### config.mk
export PLATFORM = sky130hd
export DESIGN_NAME = tile_bus_arbiter
export DESIGN_NICKNAME = d
export VERILOG_FILES = /design/src/rtl/tile_bus_arbiter.sv
export SDC_FILE = /design/constraint.sdc
export NUM_CORES = 1
export LEC_CHECK = 0
export ABC_AREA = 1
export BUFFER_PORTS_ARGS = -buffer_cell sky130_fd_sc_hd__buf_2
export CAP_MARGIN = 0
export CELL_PAD_IN_SITES_DETAIL_PLACEMENT = 0
export CELL_PAD_IN_SITES_GLOBAL_PLACEMENT = 1
export CORE_MARGIN = 1.5
export CORE_UTILIZATION = 28
export CTS_BUF_LIST = sky130_fd_sc_hd__clkbuf_4 sky130_fd_sc_hd__clkbuf_8
export DETAILED_ROUTE_END_ITERATION = 10
export PLACE_DENSITY_LB_ADDON = 0.1
export SLEW_MARGIN = 10
export SYNTH_ARGS = -nofsm -noshare
export SYNTH_HDL_FRONTEND = slang
export SYNTH_SLANG_ARGS = --single-unit
### constraint.sdc
create_clock -name clk -period 1.4 [get_ports clk]
set_input_delay 0 -clock clk [delete_from_list [all_inputs] [get_ports clk]]
set_output_delay 0 -clock clk [all_outputs]
set_load 0.02 [all_outputs]
### src/rtl/tile_bus_arbiter.sv
// tile_bus_arbiter
// Round-robin arbiter that lets NUM_PORTS L1 clients share one master bus.
// One transaction is in flight at a time. The winner's address, data, byte
// enables and write enable are latched at grant and held on m_* until the
// transaction completes.
//
// Optional feature (macro TILE_ARB_TIMEOUT_EN): a bus-wait watchdog. When a
// BUSY period reaches TIMEOUT_CYCLES cycles without m_ready, the transaction
// ends with p_ready and p_err pulsing together. When the macro is undefined,
// BUSY waits for m_ready with no limit and p_err is tied to 0.
//
// Ports:
//   clk, rst_n              clock (rising edge), asynchronous active-low reset
//   p_addr/p_wdata/p_be     per-port payload; port i occupies slice i
//   p_we, p_req             per-port write enable and request level
//   p_rdata                 read data shared by all ports, 0 unless p_ready
//   p_ready, p_err          one-hot completion / timeout-error pulses
//   m_addr/m_wdata/m_be/m_we/m_req   master-side request
//   m_rdata, m_ready        master-side response
//   owner                   index of the current or last granted port
//
// state | meaning
// IDLE  | no transaction in flight; arbitrate among p_req
// BUSY  | m_req high; waiting for m_ready (or watchdog expiry)

module tile_bus_arbiter #(
    parameter int NUM_PORTS      = 2,
    parameter int ADDR_WIDTH     = 32,
    parameter int DATA_WIDTH     = 32,
    parameter int TIMEOUT_CYCLES = 256,
    localparam int BE_WIDTH      = DATA_WIDTH / 8,
    localparam int OW            = (NUM_PORTS > 1) ? $clog2(NUM_PORTS) : 1
) (
    input  logic                            clk,
    input  logic                            rst_n,
    input  logic [NUM_PORTS*ADDR_WIDTH-1:0] p_addr,
    input  logic [NUM_PORTS*DATA_WIDTH-1:0] p_wdata,
    input  logic [NUM_PORTS*BE_WIDTH-1:0]   p_be,
    input  logic [NUM_PORTS-1:0]            p_we,
    input  logic [NUM_PORTS-1:0]            p_req,
    output logic [DATA_WIDTH-1:0]           p_rdata,
    output logic [NUM_PORTS-1:0]            p_ready,
    output logic [NUM_PORTS-1:0]            p_err,
    output logic [ADDR_WIDTH-1:0]           m_addr,
    output logic [DATA_WIDTH-1:0]           m_wdata,
    output logic [BE_WIDTH-1:0]             m_be,
    output logic                            m_we,
    output logic                            m_req,
    input  logic [DATA_WIDTH-1:0]           m_rdata,
    input  logic                            m_ready,
    output logic [OW-1:0]                   owner
);

    typedef enum logic {
        IDLE = 1'b0,
        BUSY = 1'b1
    } state_t;

    state_t                  r_state;
    state_t                  w_state_nxt;
    logic [OW-1:0]           r_owner;
    logic [OW-1:0]           r_last_owner;
    logic [ADDR_WIDTH-1:0]   r_m_addr;
    logic [DATA_WIDTH-1:0]   r_m_wdata;
    logic [BE_WIDTH-1:0]     r_m_be;
    logic                    r_m_we;

    logic                    w_found;
    logic [OW-1:0]           w_grant_idx;
    logic                    w_grant;
    logic                    w_timeout;
    logic                    w_done;
    logic [NUM_PORTS-1:0]    w_owner_onehot;

    // Round-robin search starting just after the last owner, with wrap.
    always_comb begin : rr_search
        int            v_idx;
        logic [OW-1:0] v_cand;
        w_found     = 1'b0;
        w_grant_idx = '0;
        for (int i = 1; i <= NUM_PORTS; i++) begin
            v_idx  = (int'(r_last_owner) + i) % NUM_PORTS;
            v_cand = OW'(v_idx);
            if (!w_found && p_req[v_cand]) begin
                w_found     = 1'b1;
                w_grant_idx = v_cand;
            end
        end
    end

    assign w_grant = (r_state == IDLE) && w_found;

`ifdef TILE_ARB_TIMEOUT_EN
    logic [15:0] r_wdog_cnt;

    always_ff @(posedge clk or negedge rst_n) begin
        if (!rst_n) begin
            r_wdog_cnt <= '0;
        end else if (w_grant) begin
            r_wdog_cnt <= '0;
        end else if (r_state == BUSY && !m_ready) begin
            r_wdog_cnt <= r_wdog_cnt + 16'd1;
        end
    end

    // m_ready in the terminal cycle wins: that is a normal completion.
    assign w_timeout = (r_state == BUSY) && !m_ready &&
                       (r_wdog_cnt == 16'(TIMEOUT_CYCLES - 1));
`else
    assign w_timeout = 1'b0;
`endif

    assign w_done = (r_state == BUSY) && (m_ready || w_timeout);

    always_ff @(posedge clk or negedge rst_n) begin
        if (!rst_n) begin
            r_state <= IDLE;
        end else begin
            r_state <= w_state_nxt;
        end
    end

    always_comb begin
        w_state_nxt = r_state;
        case (r_state)
            IDLE: if (w_found) w_state_nxt = BUSY;
            BUSY: if (w_done)  w_state_nxt = IDLE;
            default:           w_state_nxt = IDLE;
        endcase
    end

    always_ff @(posedge clk or negedge rst_n) begin
        if (!rst_n) begin
            r_owner      <= '0;
            r_last_owner <= OW'(NUM_PORTS - 1);
            r_m_addr     <= '0;
            r_m_wdata    <= '0;
            r_m_be       <= '0;
            r_m_we       <= 1'b0;
        end else if (w_grant) begin
            r_owner      <= w_grant_idx;
            r_last_owner <= w_grant_idx;
            r_m_addr     <= p_addr[w_grant_idx*ADDR_WIDTH +: ADDR_WIDTH];
            r_m_wdata    <= p_wdata[w_grant_idx*DATA_WIDTH +: DATA_WIDTH];
            r_m_be       <= p_be[w_grant_idx*BE_WIDTH +: BE_WIDTH];
            r_m_we       <= p_we[w_grant_idx];
        end
    end

    assign w_owner_onehot = {{(NUM_PORTS-1){1'b0}}, 1'b1} << r_owner;

    assign m_req   = (r_state == BUSY);
    assign m_addr  = r_m_addr;
    assign m_wdata = r_m_wdata;
    assign m_be    = r_m_be;
    assign m_we    = r_m_we;
    assign owner   = r_owner;

    assign p_ready = w_done ? w_owner_onehot : '0;
    assign p_err   = (w_timeout) ? w_owner_onehot : '0;
    assign p_rdata = (r_state == BUSY && m_ready) ? m_rdata : '0;

endmodule

Word-level counts from Yosys, hierarchy flattened. Cells that the tools add are included.

Flip-flop bits (word level): 72. Latch bits: 0. Memory bits (writable): 0. Bits in read-only memories: 0. Word-level logic and storage cells: 36. Memories: 0.

$add $sub $neg: 2. Multipliers: 0. Divide/modulo/power cells: 0. $lt $le $gt $ge: 3. Eq/ne operators: 0. Shift operators: 4. Multiplexer cells: 15. Bitwise gates (word level): 1. Reductions and logical operators: 4.

Operator list (count): 64-bit by 7-bit variable part select with 32-bit output (2); 32-bit two-way mux (1); 1-bit two-way mux (12); 8-bit by 4-bit variable part select with 4-bit output (1); 1-bit by 2-bit < comparator with 1-bit output, second input constant (3); 1-bit logical AND (3); 1-bit adder, second input constant (2); 2-bit two-way mux (1); 1-bit one-hot mux with 2 select lines (1); 1-bit by 1-bit left shift with 2-bit output, first input constant (1); 1-bit logical NOT (1); 1-bit inverter (1).

Logic depth before layout (Yosys ltp). Gate-level depths: netlist (run 1).

Depth after elaboration: 9. Mapped depth: 7. Depth with buffers taken out: 5.

Worst setup path after synthesis (run 1). Ideal clock, no wire load.

Kind: register to register. Start: register r_last_owner. End: register r_m_addr[21] (netlist: m_addr[21]). Setup time: 0.118 ns. Arrival time: 1.140 ns. Path slack: 0.142 ns. Cell stages (with the launch flop): 7. Period minus slack after synthesis: 1.258 ns. Path through: dfstp_2 -> nand2_2 -> nand2_2 -> clkbuf_1 -> nand2_1 -> nand3_1 -> nand2_1.

Word-level cells in the longest chain between the ends: 8. Elaborated cells between the ends (all ways): 14. Those cells by class: add/sub: 2; shift: 1; mux: 8; reduce/logical: 3.

RTL lines: from (decl) (line 62) `logic [OW-1:0] r_last_owner;`; from (signal assigned) (line 135) `r_last_owner <= OW'(NUM_PORTS - 1);`; from (signal assigned) (line 142) `r_last_owner <= w_grant_idx;`; 1-bit adder (line 82) `v_idx = (int'(r_last_owner) + i) % NUM_PORTS;`; 1-bit two-way mux (implied by the code) (2 in a row) (line 84) `if (!w_found && p_req[v_cand]) begin`; 1-bit two-way mux (line 84); 1-bit logical NOT (line 84); 1-bit logical AND (line 84); 1-bit two-way mux (line 84); 64-bit by 7-bit variable part select with 32-bit output / 1-bit logical AND (equally long branches) (line 143, 91); to (signal assigned) (line 143) `r_m_addr <= p_addr[w_grant_idx*ADDR_WIDTH +: ADDR_WIDTH];`; to (decl) (line 63) `logic [ADDR_WIDTH-1:0] r_m_addr;`.

Several ways; a longest one is shown, not always the timed one. The select of a mux whose other input is x is not followed. A chain may end at the register's enable or synchronous reset.

Final worst setup path (run 1).
Start: register r_last_owner. End: register r_m_wdata[1] (netlist: m_wdata[1]).

Word-level cells in the longest chain between the ends: 8. Elaborated cells between the ends (all ways): 14. Those cells by class: add/sub: 2; shift: 1; mux: 8; reduce/logical: 3.

RTL lines: 1-bit adder (line 82); 1-bit two-way mux (implied by the code) (2 in a row) (line 84); 1-bit two-way mux (line 84); 1-bit logical NOT (line 84); 1-bit logical AND (line 84); 1-bit two-way mux (line 84); 64-bit by 7-bit variable part select with 32-bit output / 1-bit logical AND (equally long branches) (line 144, 91); to (signal assigned) (line 144) `r_m_wdata <= p_wdata[w_grant_idx*DATA_WIDTH +: DATA_WIDTH];`; to (decl) (line 64) `logic [DATA_WIDTH-1:0] r_m_wdata;`.

Several ways; a longest one is shown, not always the timed one. The select of a mux whose other input is x is not followed.

==> run summary, run 1 <==
TritonCTS built the clock tree. The post-route netlist has 29.3% of its cells at a drive strength greater than 1. The number of cells produced by synthesis is 676. By area, the combinational part of the netlist is dominated by simple AND/OR/NAND/NOR gates.

The mux contribution to synthesized area is 0%. The number of synthesis warnings is 0. The number of hold-slack violations in the final timing report was 0. The number of input and output port buffers inserted is 279. The setup total negative slack is 0 ns. The count of flip-flops with a built-in enable after synthesis came out at 0.

The floorplan step defined a die boundary enclosing 0.0161 mm2. Setup repair after global routing left no endpoint under its margin. After synthesis, the share of flip-flops with an asynchronous set or reset is 100%.

The worst-case IR drop observed on VDD is 493 uV. The total setup violations reported at the end of the flow is 0. Cell internal power was estimated by the tool at 0.00568 W. The mean number of vias per cell is 4.27. The share of the synthesized area in the top cell type is 41.3%. Pin placement for this block handled 282 I/O pins.

In this run the power density over the cells is 1330 mW/mm2. The reported leakage power came out at 4.74 nW. Counting along the longest clock path gives a buffer depth of 2. The worst endpoint data arrival time is 1.54 ns.

In this run the horizontal extent of the chip is 127 um. The number of antenna violations at the first check in global routing came to 0. The clock edge transition at the registers on the reported setup and hold paths came out at 0.08 ns. The initial cell density of the core is 28.5%.

Of the total power, the share spent switching nets is 43.6%. Sorting the synthesized cells by area gives the leading types as sky130_fd_sc_hd__dfrtp_1 41%, sky130_fd_sc_hd__nand2_1 18%, sky130_fd_sc_hd__nand3_1 16%. The clock period minus final worst setup slack came out at roughly 1.3 ns.

Of the total synthesized cell area, the portion taken by XOR and XNOR cells is 0%. Yosys instantiated no cell more often than sky130_fd_sc_hd__nand2_1. The number of remaining DRC errors is 0. The setup skew after layout is 0.0103 ns. The clock net sink count is about 70. In the finished design, the share of the clock period the worst path needs comes to 92.8%. The total routing resource utilization after global routing is approximately 20%. The post-synthesis share of cell area spent on full adders, half adders and majority gates is 0%. TritonCTS created 9 clock buffers. The core box area is approximately 0.015 mm2. The overflow left after global routing is 0. Of all cell types, the one taking the most synthesized area is sky130_fd_sc_hd__dfrtp_1.

The post-synth design cell area is between 0.004 and 0.005 mm2. The routed design has 16.4 mm of wire. The worst setup path is captured at a flip-flop.

The finished cells cover 0.00760 mm2. The count of nets left with antenna violations once routing finished came out at 0. The maximum number of pins on one net before global-route repair is 50. The number of antenna cells inserted is 0. The floorplan row count is 45. The count of routing violations after the opening detailed-route iteration is 234. The final layout contains 1258 nets. The average routed wire per standard cell came out at around 13 um. Among all flip-flop cells after synthesis, the most frequent one is sky130_fd_sc_hd__dfrtp_1. The power dissipated by switching net loads is 0.00439 W. The critical path is of the flip-flop to flip-flop type. The first-pass GRT wire length came out at 26.1 mm. The worst setup path is launched from a flip-flop. The latest clock arrival within the worst-skew pair is 0.36 ns. The weighted congestion at the end of routability-driven global placement came out at 0.793. Tracing the worst setup path back leads to its startpoint at r_last_owner$_DFFE_PN1P_. The path class of the lowest-slack min-delay path is primary input to async pin.

A synthesized cell averages 6.36 um2. The number of library cell types mapped by synthesis came out at 16. The synthesized netlist devotes 0.233% of its cell area to compound gates.

The max-slew violation count came out at 0. The placed wire-length estimate after detailed placement came out at 10.5 mm. The run finished with clean final reports. The part of the power in the clock network came out at between 10% and 20%. The combinational cell fraction of total power is between 40% and 50%.

The placed instance area came out at 0.00597 mm2. The total power draw came out at 0.0101 W. The area growth from synthesis to layout is 76.8%. Registers are responsible for about 34% of the overall power. The count of H-tree levels built during CTS came out at 3.

The register bit total from synthesis is 72. The max-cap check violation count is 0. The utilization of the core after routing is 50.3%.

Summing the areas of all and, or, nand and nor instances in the mapped netlist gives 38.2% of the synthesized area. The via count of the first global-routing pass came out at 5468. Counting instances in the post-synthesis netlist gives the leading cell types as 210 x sky130_fd_sc_hd__nand2_1, 172 x sky130_fd_sc_hd__inv_1, 139 x sky130_fd_sc_hd__nand3_1, 71 x sky130_fd_sc_hd__dfrtp_1, 34 x sky130_fd_sc_hd__nor2_1. The largest fanout on the critical path came out at 39. The startpoint of the most critical register-to-register path is r_last_owner$_DFFE_PN1P_. The tree is rooted in a sky130_fd_sc_hd__clkbuf_8. The y dimension of the die came out at 127 um.

The number of optimization iterations in the first detailed-route pass came out at 5. The register area share after synthesis is between 40% and 50%. The required time of the worst setup path came out at between 1.5 and 2 ns. Based on the critical path, the design can be clocked at up to a little under 0.8 GHz. The total via count after detailed routing came out at ~5400.
per-layer routing:
layer | vias to the layer above | part of all wire (%) | routed length, um | track usage (%)
met1 | 2449 | 43 | 7060 | 23.5
met5 | - | 0 | 0 | 0
met3 | 30 | 6.1 | 1010 | 4.30
met2 | 194 | 48 | 7940 | 36.1
met4 | 0 | 2.6 | 427 | 9.29
li1 | 2776 | - | - | -
final cells by class:
class / count / area (um2)
Multi-Input combinational cell: 391 / 1660
Tap cell: 188 / 235
Inverter: 173 / 649
Clock buffer: 11 / 151
Clock inverter: 5 / 55.1
Timing Repair Buffer: 436 / 3040
Sequential cell: 72 / 1800
Fill cell: 1530 / 7490
registers in the layout, summed over array words and instances (netlist names):
register	flops
m_addr	32
m_wdata	32
m_be	4
m_req	1
m_we	1
owner	1
r_last_owner	1
through the flow:
stage          hold WS [ns]  instances  setup WS (ns)
2_1_floorplan        -0.296        677          0.142
4_1_cts               0.116       1275        0.00669
3_5_place_dp        -0.0307       1119          0.110
6_report              0.151       1276          0.100
5_1_grt               0.141       1276        0.00427
3_3_place_gp        -0.0299       1119          0.130
path summary, 6_finish.rpt:
kind,slack [ns],depth (start not counted),end
worst max-delay path,0.10,6,m_wdata[1]$_DFFE_PN0P_
worst min-delay path,0.15,3,m_addr[15]$_DFFE_PN0P_
worst max register to register,0.10,6,m_wdata[1]$_DFFE_PN0P_
worst min register to register,0.48,2,m_addr[29]$_DFFE_PN0P_
max in group asynchronous,0.89,3,r_last_owner$_DFFE_PN1P_
min in group clk,0.24,5,m_wdata[21]$_DFFE_PN0P_
repair_timing:
item,4_1_cts,5_1_grt
hold buffers,140,0
hold endpoints to repair,142,0
buffers inserted,0,1
resized for setup,3,2
setup endpoints to repair,34,34
critical path: stages, from the launching register on:
cell                      delay [ns]
sky130_fd_sc_hd__dfstp_2        0.54
sky130_fd_sc_hd__nand2_2        0.08
sky130_fd_sc_hd__nand2_2        0.12
sky130_fd_sc_hd__buf_12         0.22
sky130_fd_sc_hd__nand2_1        0.07
sky130_fd_sc_hd__nand3_1        0.08
sky130_fd_sc_hd__nand2_1        0.05
power groups by stage:
stage | clock network [W] | logic (W) | registers [W]
final | 0.00173 | 0.00496 | 0.00339
after global routing | 0.00192 | 0.00542 | 0.00349
after CTS | 0.00182 | 0.00497 | 0.00341
after detailed placement | 0 | 0.00466 | 0.00342
after global placement | 0 | 0.00464 | 0.00340
after floorplan | 0 | 0.00172 | 0.00443
cells by family (layout without fill, tap and decap cells):
logic type | Yosys count | in the layout
compound gates | 2 | 2
buf+inv | 214 | 625
flops | 72 | 72
other cells | 1 | 2
simple gates | 387 | 387
placed cells by master, fill, tap and decap left out:
cell type	Yosys	routed
sky130_fd_sc_hd__dlygate4sd3_1	0	140
sky130_fd_sc_hd__nand3_1	139	139
sky130_fd_sc_hd__inv_1	172	172
sky130_fd_sc_hd__nand2_2	2	2
sky130_fd_sc_hd__clkbuf_8	0	11
sky130_fd_sc_hd__buf_12	0	9
sky130_fd_sc_hd__dfrtp_1	71	70
sky130_fd_sc_hd__nand2_1	210	210
sky130_fd_sc_hd__buf_4	4	10
sky130_fd_sc_hd__nor2_1	34	34
sky130_fd_sc_hd__o21ai_0	2	2
sky130_fd_sc_hd__conb_1	1	2
sky130_fd_sc_hd__dfrtp_2	0	1
sky130_fd_sc_hd__clkinvlp_4	0	2
sky130_fd_sc_hd__nor2_4	1	1
sky130_fd_sc_hd__nor2_2	1	1
sky130_fd_sc_hd__inv_2	1	1
sky130_fd_sc_hd__bufinv_16	0	1
sky130_fd_sc_hd__dfstp_2	1	1
sky130_fd_sc_hd__clkinv_2	0	2
sky130_fd_sc_hd__buf_2	17	277
Note: power is estimated with default switching activity, not from simulation.
==> run 2: changes to the inputs <==
--- a/config.mk
+++ b/config.mk
@@ -10,7 +10,7 @@
 export CAP_MARGIN = 0
 export CELL_PAD_IN_SITES_DETAIL_PLACEMENT = 0
 export CELL_PAD_IN_SITES_GLOBAL_PLACEMENT = 1
-export CORE_MARGIN = 1.5
+export CORE_MARGIN = 1
 export CORE_UTILIZATION = 28
 export CTS_BUF_LIST = sky130_fd_sc_hd__clkbuf_4 sky130_fd_sc_hd__clkbuf_8
 export DETAILED_ROUTE_END_ITERATION = 10
==> constraint.sdc (replaced) <==
create_clock -name clk -period 1.4 [get_ports clk]
set_input_delay 0.07 -clock clk [delete_from_list [all_inputs] [get_ports clk]]
set_output_delay 0.07 -clock clk [all_outputs]
set_load 0.02 [all_outputs]
==> run summary, run 2 (same netlist as run 1, synthesis figures left out) <==
The internal power of the cells came out at 0.00555 W (was 0.00568 W). The sequential fraction of design power is 34.1% (was 33.6%). The y dimension of the die is 126 um (was 127 um). The startpoint type of the worst setup path is a flip-flop (unchanged). The total wire length is 14.8 mm (was 16.4 mm). The mean number of vias per cell came out at 4.26 (was 4.27). The root buffer cell is sky130_fd_sc_hd__clkbuf_8 (unchanged). The maximum number of pins on one net before global-route repair is 50 (unchanged). The clock tree from TritonCTS is yes (unchanged). The max-slew violation count came out at 0 (unchanged). The required time of the worst setup path came out at 1.65 ns (was 1.64 ns). The relative slew slack came out at 65.5%. The final layout net count came out at 1161 (was 1258).

The worst endpoint data arrival time came out at 1.56 ns (was 1.54 ns). The switching share of total power was 43.8% (was 43.6%). The number of optimization iterations in the first detailed-route pass came out at 4 (was 5). The total setup violations reported at the end of the flow is 0 (unchanged). Critical path, cell by cell: buf_4 > nor2_4 > inv_2 > buf_12 > nand2_1 > nand2_1 (was nand2_2 > nand2_2 > buf_12 > nand2_1 > nand3_1 > nand2_1). The count of antenna-violating nets left after detailed routing came out at 0 (unchanged). The cell area power density came out at 1490 mW/mm2 (was 1330 mW/mm2).

At the pin with the least slew margin, the transition time is 0.517 ns. The signed area change from the synthesized netlist to the final layout was 54.6% (was 76.8%). The via count of the first global-routing pass is 4912 (was 5468).

The combinational cell fraction of total power came out at 47.8% (was 49.2%). The cell at the slowest stage of the critical path is sky130_fd_sc_hd__dfrtp_1 (was sky130_fd_sc_hd__dfstp_2). Result of the run: finished clean (unchanged). The reported leakage power came to 4.33 nW (was 4.74 nW). Unrepaired setup endpoints after global routing: true (was false). The count of cell instances traversed by the critical path is 6 (unchanged). The setup skew after layout is 0.00807 ns (was 0.0103 ns). The latest clock arrival within the worst-skew pair came to 0.35 ns (was 0.36 ns).

The initial cell density of the core came out at 29.1% (was 28.5%). The clock net sink count is 72 (unchanged). The number of remaining DRC errors is 0 (unchanged). The first-pass GRT wire length came out at 23.8 mm (was 26.1 mm). The floorplan row count came to 44 (was 45). The count of routing violations after the opening detailed-route iteration is 253 (was 234). The total via count after detailed routing is 5015 (was 5449). The largest fanout on the critical path came out at 49 (was 39). The count of H-tree levels built during CTS is 3 (unchanged).

The die outline width came out at 126 um (was 127 um). The maximum count of clock buffers along a single path is 2 (unchanged). The endpoint kind of the worst setup timing path was a flip-flop (unchanged).

The peak per-stage delay on the critical path came out at 0.40 ns (was 0.54 ns). The total routing resource utilization after global routing came out at 19.1% (was 20.4%). The placed instance count came to 1113 (was 1119). The power dissipated by switching net loads came out at 0.00433 W (was 0.00439 W).

The clock edge transition at the registers on the reported setup and hold paths is 0.08 ns (about the same). The core box area came out at 0.0148 mm2 (was 0.0151 mm2). The average routed wire per standard cell is 12.6 um (was 12.9 um). The path class of the lowest-slack min-delay path was primary input to flip-flop (was primary input to async pin). The number of top-level pins came to 282 (unchanged). The largest voltage drop on the vdd net is 503 uV (was 493 uV). The weighted congestion at the end of routability-driven global placement is 0.804 (was 0.793). The cell count of the worst reg-to-reg path is 6 (unchanged).

The buffer and inverter count on the worst path is 3 (was 1). The cell family contributing the most delay on the critical path is buffers and inverters (was flip-flops). The number of input and output port buffers inserted is 279 (unchanged).

The achievable frequency is 0.762 GHz (was 0.769 GHz). The overflow left after global routing is 0 (unchanged). Among the stages of the critical path, the cell type that occurs most often is sky130_fd_sc_hd__nand2_1. The share of final-layout standard cells stronger than drive strength 1 came out at 32.1% (was 29.3%). The category of the critical setup timing path is flip-flop to flip-flop (unchanged). The final period utilization came out at 93.8% (was 92.8%).

The cell count of the worst hold path came out at 5. The overall die area is 0.0158 mm2 (was 0.0161 mm2). The placed wire-length estimate after detailed placement came out at 10.6 mm (was 10.5 mm). The most frequent standard cell in the layout excluding fill and tap cells was sky130_fd_sc_hd__buf_2 (unchanged). The part of the power in the clock network is 18.1% (was 17.2%).

The minimum hold slack is 0.0187 ns (was 0.151 ns). The number of cells in the finished layout apart from fillers is 1176 (was 1276). The max-cap check violation count is 0 (unchanged). The number of hold-slack violations in the final timing report came out at 0 (unchanged). The TritonCTS buffer count was 9 (unchanged). The clock period minus final worst setup slack was 1.31 ns (was 1.30 ns). Leading cell types in the layout, fill and taps excluded: 269 x sky130_fd_sc_hd__buf_2, 209 x sky130_fd_sc_hd__nand2_1, 172 x sky130_fd_sc_hd__inv_1 (was 277 x sky130_fd_sc_hd__buf_2, 210 x sky130_fd_sc_hd__nand2_1, 172 x sky130_fd_sc_hd__inv_1).

The number of antenna violations at the first check in global routing is 2 (was 0).
[run 2: changes by cell type in the layout (fill, tap and decap cells not counted), sizes merged]
cell         before  now
dlygate4sd3     140   44
buf             296  295
clkbuf           11   12
clkinvlp          2    1
diode             0    1
[run 2: final timing paths]
check	startpoint	to	slack (ns)
max	m_req$_DFF_PN0_	m_wdata[11]$_DFFE_PN0P_	0.09
min	p_be[3]	m_be[3]$_DFFE_PN0P_	0.02
max reg2reg	m_req$_DFF_PN0_	m_wdata[11]$_DFFE_PN0P_	0.09
min reg2reg	r_last_owner$_DFFE_PN1P_	r_last_owner$_DFFE_PN1P_	0.47
max in group asynchronous	rst_n	m_addr[23]$_DFFE_PN0P_	0.65
min in group asynchronous	rst_n	m_addr[16]$_DFFE_PN0P_	0.23
[run 2: power by group through the flow]
stage	registers (W)	logic, W	clock network [W]
2_1_floorplan	0.00443	0.00172	0
3_3_place_gp	0.00341	0.00461	0
3_5_place_dp	0.00341	0.00465	0
4_1_cts	0.00338	0.00477	0.00187
5_1_grt	0.00349	0.00520	0.00196
6_report	0.00337	0.00472	0.00179
[run 2: worst reg2reg max path: cells and delay by family (launching register included)]
family | cells | cell delay, ns
simple gates | 3 | 0.38
flops | 1 | 0.40
buf+inv | 3 | 0.43
[run 2: routing by layer]
layer | up-vias | wire length, um | GRT usage (%)
li1 | 2587 | - | -
met1 | 2225 | 6460 | 23.1
met2 | 181 | 7090 | 32.2
met3 | 20 | 953 | 4.93
met4 | 2 | 280 | 7.51
met5 | - | 10 | 0
[run 2: cell type report]
cell class / instances / area [um2]
multi-input combinational: 391 / 1660
clock buffer: 12 / 165
antenna: 1 / 2.50
timing repair buffer: 339 / 2080
clock inverter: 4 / 51.3
inverter: 173 / 649
fill: 1581 / 8110
sequential: 72 / 1800
tap: 184 / 230
[run 2: metrics by stage]
step / TNS (ns) / utilization (%) / setup slack (ns) / area [um2] / power (W)
CTS: 0 / 44.8 / 0.0425 / 6610 / 0.0100
global placement: 0 / 40.3 / 0.153 / 5950 / 0.00803
finish: 0 / 45.0 / 0.0870 / 6650 / 0.00988
floorplan: 0 / - / 0.122 / 4300 / 0.00615
detailed placement: 0 / 40.3 / 0.124 / 5950 / 0.00805
global route: -0.0210 / 45.0 / -0.0113 / 6650 / 0.0106
[run 2: what timing repair did]
action                                  in CTS  in global routing
endpoints found under the setup margin      34                 17
buffers inserted                             1                  1
resized for setup                            0                 10
hold buffers                                44                  0
hold endpoints to repair                    74                  0
